===== src/rtl/filtro_secuenciador_pkg.sv =====
// Shared constants for the biquad sequencer: data width, operand-select codes,
// coefficient values (read by the operand multiplexer) and the FSM encoding.
`ifndef FILTRO_ANCHO
`define FILTRO_ANCHO 24
`endif

package filtro_secuenciador_pkg;

  localparam int ANCHO = `FILTRO_ANCHO;
  localparam int FRAC  = 16;

  // bar1: coefficient select
  localparam logic [2:0] SEL1_A1   = 3'd0;
  localparam logic [2:0] SEL1_A2   = 3'd1;
  localparam logic [2:0] SEL1_B0   = 3'd2;
  localparam logic [2:0] SEL1_B1   = 3'd3;
  localparam logic [2:0] SEL1_B2   = 3'd4;
  localparam logic [2:0] SEL1_CERO = 3'd5;

  // bar2: state-term select
  localparam logic [1:0] SEL2_FK   = 2'd0;
  localparam logic [1:0] SEL2_FK1  = 2'd1;
  localparam logic [1:0] SEL2_FK2  = 2'd2;
  localparam logic [1:0] SEL2_CERO = 2'd3;

  // bar3: addend select
  localparam logic [1:0] SEL3_UK   = 2'd0;
  localparam logic [1:0] SEL3_ACUM = 2'd1;
  localparam logic [1:0] SEL3_CERO = 2'd2;

  // Q(F) coefficients; a1/a2 already carry the feedback sign
  localparam int COEF_A1 = 32112;
  localparam int COEF_A2 = -15760;
  localparam int COEF_B0 = 3;
  localparam int COEF_B1 = 6;
  localparam int COEF_B2 = 3;

  typedef enum logic [2:0] {
    EST_IDLE,
    EST_S0,
    EST_S1,
    EST_S2,
    EST_S3,
    EST_S4,
    EST_DONE
  } estado_t;

  typedef struct packed {
    logic [2:0] bar1;
    logic [1:0] bar2;
    logic [1:0] bar3;
  } selects_t;

  function automatic selects_t selects_de(estado_t e);
    selects_t s;
    s.bar1 = SEL1_CERO;
    s.bar2 = SEL2_CERO;
    s.bar3 = SEL3_CERO;
    case (e)
      EST_S0: begin s.bar1 = SEL1_A1; s.bar2 = SEL2_FK1; s.bar3 = SEL3_UK;   end
      EST_S1: begin s.bar1 = SEL1_A2; s.bar2 = SEL2_FK2; s.bar3 = SEL3_ACUM; end
      EST_S2: begin s.bar1 = SEL1_B0; s.bar2 = SEL2_FK;  s.bar3 = SEL3_CERO; end
      EST_S3: begin s.bar1 = SEL1_B1; s.bar2 = SEL2_FK1; s.bar3 = SEL3_ACUM; end
      EST_S4: begin s.bar1 = SEL1_B2; s.bar2 = SEL2_FK2; s.bar3 = SEL3_ACUM; end
      default: ;
    endcase
    return s;
  endfunction

  function automatic logic es_paso(estado_t e);
    return (e inside {EST_S0, EST_S1, EST_S2, EST_S3, EST_S4});
  endfunction

endpackage


===== src/rtl/filtro_secuenciador_mac_saturado.sv =====
// Combinational multiply-add with floor scaling by 2^F and saturation to W bits.
module mac_saturado #(
  parameter int W = 24,
  parameter int F = 16
) (
  input  logic [W-1:0] op1_i,
  input  logic [W-1:0] op2_i,
  input  logic [W-1:0] op3_i,
  output logic [W-1:0] r_o,
  output logic         sat_o
);

  // Wide enough that neither the shift nor the add can wrap before saturation.
  localparam int SW = 2*W - F + 1;
  localparam logic signed [SW-1:0] MAX_S = {{(SW-W+1){1'b0}}, {(W-1){1'b1}}};
  localparam logic signed [SW-1:0] MIN_S = {{(SW-W+1){1'b1}}, {(W-1){1'b0}}};

  logic signed [2*W-1:0] producto;
  logic signed [SW-1:0]  suma;

  always_comb begin
    producto = $signed(op1_i) * $signed(op2_i);
    suma     = SW'(producto >>> F) + SW'($signed(op3_i));
    r_o      = suma[W-1:0];
    sat_o    = 1'b0;
    if (suma > MAX_S) begin
      r_o   = {1'b0, {(W-1){1'b1}}};
      sat_o = 1'b1;
    end else if (suma < MIN_S) begin
      r_o   = {1'b1, {(W-1){1'b0}}};
      sat_o = 1'b1;
    end
  end

endmodule


===== src/rtl/filtro_secuenciador.sv =====
// Biquad sequencer: steps five multiply-adds per sample through the external
// operand multiplexer and keeps the filter state, accumulator and output.
module filtro_secuenciador
  import filtro_secuenciador_pkg::*;
#(
  parameter int W = ANCHO,
  parameter int F = FRAC
) (
  input  logic         clk,
  input  logic         reset_n,
  input  logic         start,
  input  logic [W-1:0] Uk_in,
  input  logic [W-1:0] operando1,
  input  logic [W-1:0] operando2,
  input  logic [W-1:0] operando3,
  output logic [2:0]   bar1,
  output logic [1:0]   bar2,
  output logic [1:0]   bar3,
  output logic [W-1:0] fk,
  output logic [W-1:0] fk1,
  output logic [W-1:0] fk2,
  output logic [W-1:0] acum,
  output logic [W-1:0] Uk,
  output logic [W-1:0] y,
  output logic         done,
  output logic         busy,
  output logic         sat
);

  estado_t        state_q, state_d;
  selects_t       sel_q;
  logic           done_q, busy_q;
  logic [W-1:0]   uk_q, uk_d;
  logic [W-1:0]   acum_q, acum_d;
  logic [W-1:0]   fk_q, fk_d;
  logic [W-1:0]   fk1_q, fk1_d;
  logic [W-1:0]   fk2_q, fk2_d;
  logic [W-1:0]   y_q, y_d;
  logic           sat_q, sat_d;
  logic [W-1:0]   r;
  logic           r_sat;

  mac_saturado #(.W(W), .F(F)) u_mac (
    .op1_i (operando1),
    .op2_i (operando2),
    .op3_i (operando3),
    .r_o   (r),
    .sat_o (r_sat)
  );

  // Selects, busy and done are registered from the next state, so they are
  // glitch-free Moore outputs aligned with the state they describe.
  always_ff @(posedge clk or negedge reset_n) begin
    if (!reset_n) begin
      state_q <= EST_IDLE;
      sel_q   <= selects_de(EST_IDLE);
      busy_q  <= 1'b0;
      done_q  <= 1'b0;
    end else begin
      state_q <= state_d;
      sel_q   <= selects_de(state_d);
      busy_q  <= (state_d != EST_IDLE);
      done_q  <= (state_d == EST_DONE);
    end
  end

  always_comb begin
    state_d = state_q;
    uk_d    = uk_q;
    acum_d  = acum_q;
    fk_d    = fk_q;
    fk1_d   = fk1_q;
    fk2_d   = fk2_q;
    y_d     = y_q;
    sat_d   = sat_q;
    case (state_q)
      EST_IDLE: begin
        if (start) begin
          uk_d    = Uk_in;
          sat_d   = 1'b0;
          state_d = EST_S0;
        end
      end
      EST_S0: state_d = EST_S1;
      EST_S1: begin
        fk_d    = r;
        state_d = EST_S2;
      end
      EST_S2: state_d = EST_S3;
      EST_S3: state_d = EST_S4;
      EST_S4: begin
        y_d     = r;
        fk2_d   = fk1_q;
        fk1_d   = fk_q;
        state_d = EST_DONE;
      end
      EST_DONE: state_d = EST_IDLE;
      default:  state_d = EST_IDLE;
    endcase
    if (es_paso(state_q)) begin
      acum_d = r;
      sat_d  = sat_q | r_sat;
    end
  end

  always_ff @(posedge clk or negedge reset_n) begin
    if (!reset_n) begin
      uk_q   <= '0;
      acum_q <= '0;
      fk_q   <= '0;
      fk1_q  <= '0;
      fk2_q  <= '0;
      y_q    <= '0;
      sat_q  <= 1'b0;
    end else begin
      uk_q   <= uk_d;
      acum_q <= acum_d;
      fk_q   <= fk_d;
      fk1_q  <= fk1_d;
      fk2_q  <= fk2_d;
      y_q    <= y_d;
      sat_q  <= sat_d;
    end
  end

  assign bar1 = sel_q.bar1;
  assign bar2 = sel_q.bar2;
  assign bar3 = sel_q.bar3;
  assign fk   = fk_q;
  assign fk1  = fk1_q;
  assign fk2  = fk2_q;
  assign acum = acum_q;
  assign Uk   = uk_q;
  assign y    = y_q;
  assign done = done_q;
  assign busy = busy_q;
  assign sat  = sat_q;

endmodule


===== config.mk =====
export PLATFORM = sky130hd
export DESIGN_NAME = filtro_secuenciador
export DESIGN_NICKNAME = d
export VERILOG_FILES = /design/src/rtl/filtro_secuenciador_pkg.sv /design/src/rtl/filtro_secuenciador_mac_saturado.sv /design/src/rtl/filtro_secuenciador.sv
export SDC_FILE = /design/constraint.sdc
export NUM_CORES = 2
export LEC_CHECK = 0
export CORE_MARGIN = 4
export CORE_UTILIZATION = 32
export DETAILED_ROUTE_END_ITERATION = 10
export SLEW_MARGIN = 20
export SYNTH_ARGS = -nofsm -noshare
export SYNTH_HDL_FRONTEND = slang
export SYNTH_SLANG_ARGS = --single-unit

===== constraint.sdc =====
create_clock -name clk -period 4.75 [get_ports clk]
set_input_delay 0.95 -clock clk [delete_from_list [all_inputs] [get_ports clk]]
set_output_delay 0.95 -clock clk [all_outputs]
set_load 0.03 [all_outputs]

After elaboration in Yosys (flattened, before gate mapping)
Index checks and enable logic that the tools add are counted.
Widths: inputs -> output; s select.
{"block": "totals", "output_inout_bits": 154, "word_cells": 46, "inputBits": 99, "register_bits": 157}
{"block": "op_classes", "n_reduce_logical": 7, "magnitude_cmp": 2, "add_sub_neg": 1, "eq_ne": 11, "bitwise": 1, "mul": 1, "mux": 10}
{"operator": "$mul 24x24->48", "count": 1}
{"operator": "$mux 24", "count": 2}
{"operator": "$pmux 7 s5", "count": 1}
{"operator": "$add 32x24->33", "count": 1}
{"operator": "$gt 33x24->1 const B", "count": 1}
{"operator": "$lt 33x24->1 const B", "count": 1}
{"operator": "$pmux 3 s6", "count": 1}
{"operator": "$eq 3x3->1 const B", "count": 5}
{"operator": "$eq 3x2->1 const B", "count": 4}
{"operator": "$eq 3x1->1 const B", "count": 2}
{"operator": "$mux 1", "count": 5}
{"operator": "$reduce_bool 5->1", "count": 1}
{"operator": "$reduce_and 2->1", "count": 2}
{"operator": "$reduce_bool 2->1", "count": 2}
{"operator": "$logic_not 3->1", "count": 1}
{"operator": "$mux 3", "count": 1}
{"operator": "$reduce_bool 3->1", "count": 1}
{"operator": "$or 1x1->1", "count": 1}

Logic depth before layout (Yosys ltp)
{"block": "logic_depth", "ltp_word": 7, "mapped_depth": 42, "depth_no_buf": 37}

Modules after synthesis
Synthesis repeated with hierarchy kept, for this count alone.
{"block": "unflattened", "cells_unflattened": 2857, "area_unflattened_um2": 28551.1}
{"module": "mac_saturado", "cells_per_inst": 2508, "area_each_um2": 22679.3, "instances": 1}
{"module": "filtro_secuenciador", "cells_per_inst": 349, "area_each_um2": 5871.9, "instances": 1}

Worst setup path after synthesis
No wires, ideal clock.
{"block": "synth_timing", "kind": "input to register", "startpoint": "input operando1[10]", "endpoint": "register y_q[10] (netlist: y[10])", "arrival_ns": 9.878, "slack_ns": -5.262, "setup_ns": 0.133, "path_buffers": 4, "t_required_ns": 4.617, "path_stages": 38, "path_cell_list": "clkbuf_1 > nand2_1 > fa_1 > fa_1 > inv_1 > fa_1 > inv_1 > fa_1 > inv_1 > fa_1 > fa_1 > inv_1 > fa_1 > inv_1 > ha_1 > a2111oi_0 > a21oi_1 > a21o_1 > [2 not listed] > o21a_1 > o21a_1 > o21a_1 > nor2_1 > xnor2_1 > ha_1 > nand4_2 > nor3_2 > a31oi_4 > o311a_4 > o41ai_1 > xor2_1 > a2111oi_1 > a21o_1 > buf_2 > buf_6 > buf_6 > a211oi_2"}
{"block": "synth_via", "elab_chain_len": 5, "elab_cells_between_ends": 6, "classes_between": "add/sub: 1; mul: 1; order compare: 2; mux: 2"}
{"element": "start, declared", "line": "filtro_secuenciador.sv:13", "rtl": "input logic [W-1:0] operando1,"}
{"element": "$mul 24x24->48 *", "line": "filtro_secuenciador_mac_saturado.sv:22", "rtl": "producto = $signed(op1_i) * $signed(op2_i);"}
{"element": "$add 32x24->33 *", "line": "filtro_secuenciador_mac_saturado.sv:23", "rtl": "suma = SW'(producto >>> F) + SW'($signed(op3_i));"}
{"element": "$lt 33x24->1", "line": "filtro_secuenciador_mac_saturado.sv:29", "rtl": "end else if (suma < MIN_S) begin"}
{"element": "$mux 24", "line": "filtro_secuenciador_mac_saturado.sv:29"}
{"element": "$mux 24 *", "line": "filtro_secuenciador_mac_saturado.sv:26", "rtl": "if (suma > MAX_S) begin"}
{"element": "end signal, assigned", "line": "filtro_secuenciador.sv:121", "rtl": "y_q <= y_d;"}
{"element": "end, declared", "line": "filtro_secuenciador.sv:38", "rtl": "logic [W-1:0] y_q, y_d;"}
Every way passes the cells marked *; elsewhere a longest branch is shown, timed or not.
A chain may end at the register's enable or synchronous reset.

Worst setup path in the final report
{"block": "layout_timing", "startpoint": "input operando1[11]", "endpoint": "register y_q[7] (netlist: y[7])"}
Same word-level chain as after synthesis.

==> results.tsv <==
stage	metric	value	unit
timing	fin_ws	-5.08	ns
die	die_y	309	um
worst_setup_path	start_kind	input pin	
global_routing	grt_util_all_layers	0.183	
routing	drtPass1Iterations	5	
worst_setup_path	cp_common_cell	fa_1	
global_routing	overflow	0	
worst_setup_path	crit_end	y[7]	
clock_tree	path_clk_slew	0.06	ns
worst_setup_path	crit-reg2reg-launch	state_q[1]	
yosys	synth_edf_count	0	
yosys	synthArstFlopShare	1.00	
clock_tree	cts_tree	done	
routing	drt_iter0_markers	1329	
yosys	ys_seq_area_frac	0.136	
yosys	syn_nets	3964	
place	dp_hpwl	69.5	mm
die	dieArea	0.0956	mm2
worst_setup_path	critPathKind	in2reg	
die	ios	253	
run_status	status	finished with violations	
routing	viasPerCell	4.67	
yosys	netlist_area	0.0290	mm2
die	die_x	309	um
yosys	yosysMostFrequentCell	inv_1	
clock_tree	cts_root_buffer	clkbuf_16	
worst_setup_path	critPathSlowestCell	fa_1	
routing	vias	23056	
timing	finalClockSkew	0.0114	ns
yosys	ys_ff_latch	157	
yosys	yosysTopAreaCell	fa_1	
place	place_ws	-6.04	ns
worst_setup_path	timing.critical_path.from	operando1[11]	
worst_setup_path	timing.rr.end	y[7]	
global_routing	grt_pass1_wl	137	mm
timing	min_period	9.83	ns
routing	drt_wl_total	85.6	mm
routing	drc_errors	0	
worst_setup_path	max_stage_delay	0.56	ns
routing	drt.antenna.violating_nets	0	
clock_tree	cts_hold_buf	0	
run_status	violations	negative setup slack	
timing	fin_crit_sh	2.07	
layout	fillCellCount	8731	
worst_setup_path	crit_cells	40	
place	io_buffers	252	
timing	drv_slew	0	
yosys	ys_types	73	
layout	area_growth_syn_to_layout	34.0	%
timing	final_hold_viol_count	0	
die	core	0.0900	mm2
timing	timing.slew.headroom	0.392	
timing	rsz0062_at_grt	true	
worst_setup_path	reg2reg_depth	6	
yosys	synth_top_area_share	0.419	
run	maxCapViolations	0	
min_path	min_path_type	reg2reg	
layout	drive_gt1_frac	0.241	
worst_setup_path	reg2reg_slack	2.35	ns
global_routing	grt_start_max_net_pins	88	
clock_tree	clock_path_buffers	2	
yosys	synth_common_cells	637 x inv_1, 607 x fa_1, 469 x nand2_1	
worst_setup_path	worstPathRequired	5.08	ns
routing	wl_per_cell	17.4	um
yosys	yosys-top-cells-area	fa_1 42%, dfrtp_1 13%, inv_1 8.2%	
timing	tightest_slew	0.911	ns
worst_setup_path	end_kind	flip-flop	
worst_setup_path	crit_family	adder cells	
global_routing	grt_pass1_vias	24914	
worst_setup_path	crit_fanout	8	
clock_tree	worstSkewPairLatency	0.43	ns
clock_tree	cts_sinks	157	
yosys	syn_inst	3095	
timing	timing.fmax	102	MHz
yosys	yosysWarnings	0	
clock_tree	htreeDepth	4	
layout	nets	4606	
worst_setup_path	path_buf_inv	10	
timing	finalSetupViolCount	73	
worst_setup_path	arrival	10.17	ns
yosys	syn_avg_cell_area	9.38	um2
clock_tree	cts-buffers-inserted	17	
yosys	synth_top_flop_cell	dfrtp_1	
place	gp_congestion	0.868	
die	row_count	110	
die	initial_core_util	0.322	
global_routing	grt_antenna_before_repair	12	
-- logic make-up (layout without fill, tap and decap cells) --
| kind of cell | Yosys count | after routing | share of synthesized area |
|---|---|---|---|
| AOI/OAI and AO/OA | 277 | 278 | 0.0788 |
| xor gates and xnor gates | 69 | 69 | 0.0208 |
| adders and majority gates | 770 | 770 | 0.489 |
| buffers and inverters | 788 | 1442 | 0.105 |
| DFF | 157 | 157 | 0.136 |
| muxes | 24 | 24 | 0.00931 |
| other | 0 | 8 | 0 |
| and+or+nand+nor | 1010 | 1010 | 0.161 |
-- cell usage in the layout, fill, tap and decap left out, types with 7 or more instances in the layout --
cell / instances
a2111oi_4: 7
a211oi_2: 63
a21o_1: 29
a21oi_1: 44
a21oi_2: 14
and2_1: 235
and2_4: 39
buf_12: 41
buf_16: 9
buf_2: 12
buf_4: 422
buf_6: 47
bufbuf_16: 7
clkbuf_16: 21
clkbuf_2: 7
clkdlybuf4s50_1: 203
dfrtp_1: 152
diode_2: 8
fa_1: 577
fa_2: 30
ha_1: 148
ha_4: 11
inv_1: 600
inv_2: 37
mux2_2: 24
nand2_1: 456
nand2_2: 10
nand2b_1: 15
nand3_1: 15
nor2_1: 176
nor3_1: 15
o21a_1: 14
o21ai_0: 21
xnor2_1: 43
xor2_1: 22
-- metal layers --
metal,up-vias,wire length (um),global-route usage
met1,11923,34800,0.237
met4,8,2240,0.0498
met2,451,44600,0.323
met5,-,54,0
met3,114,3910,0.0240
li1,10560,-,-
-- worst min-delay path by stage --
stage          startpoint  endpoint  cells past startpoint  slack [ns]
2_1_floorplan  state_q[1]   bar1[1]                      2        0.56
3_3_place_gp      fk2[17]   fk2[17]                      2        0.46
3_5_place_dp       fk2[1]    fk2[1]                      2        0.46
4_1_cts            fk2[1]    fk2[1]                      2        0.48
5_1_grt            fk2[1]    fk2[1]                      2        0.49
6_report          fk2[17]   fk2[17]                      2        0.47
-- flip-flops by register name, indices dropped and copies added, names as in the netlist --
name	cells
bar3	2
state_q	3
y	24
acum	24
done	1
bar1	3
sat	1
Uk	24
busy	1
fk1	24
fk2	24
bar2	2
fk	24
-- area by class of cell --
cell class	instances	area (um2)	share of cell area
Multi-Input combinational cell	2151	23000	0.591
Clock inverter	13	190	0.00489
Inverter	637	2390	0.0615
Clock buffer	19	443	0.0114
Antenna cell	8	20.0	0.000515
Timing Repair Buffer	773	7450	0.192
Tap cell	1176	1470	0.0378
Sequential cell	157	3940	0.101
-- worst reg2reg max path, stage by stage (launching register included) --
cell and delay (ns):
dfrtp_1 0.53, inv_1 0.25, nand3_2 0.12, inv_2 0.47, buf_4 0.58, nor2_1 0.12
a311oi_2 0.25
-- stage by stage --
step | utilization | TNS (ns) | hold slack (ns) | std cells | area [um2]
2_1_floorplan | - | -360.96 | 0.557 | 3095 | 29300
3_3_place_gp | 0.402 | -435.90 | 0.457 | 4798 | 36200
3_5_place_dp | 0.402 | -435.42 | 0.462 | 4799 | 36200
4_1_cts | 0.424 | -366.16 | 0.478 | 4913 | 38200
5_1_grt | 0.432 | -380.72 | 0.491 | 4929 | 38900
6_report | 0.432 | -363.21 | 0.474 | 4934 | 38900
-- timing repair --
item                                    4_1_cts  5_1_grt
pin swaps                                   101      115
gates resized for setup                     305      158
endpoints found under the setup margin       73       73
endpoints found under the hold margin         0        0
buffers inserted                             64       11
cloned                                       19        5
Power is left out: the tool's default activity adds up to more than one toggle a clock period on the data nets, which glitch-free logic cannot reach.
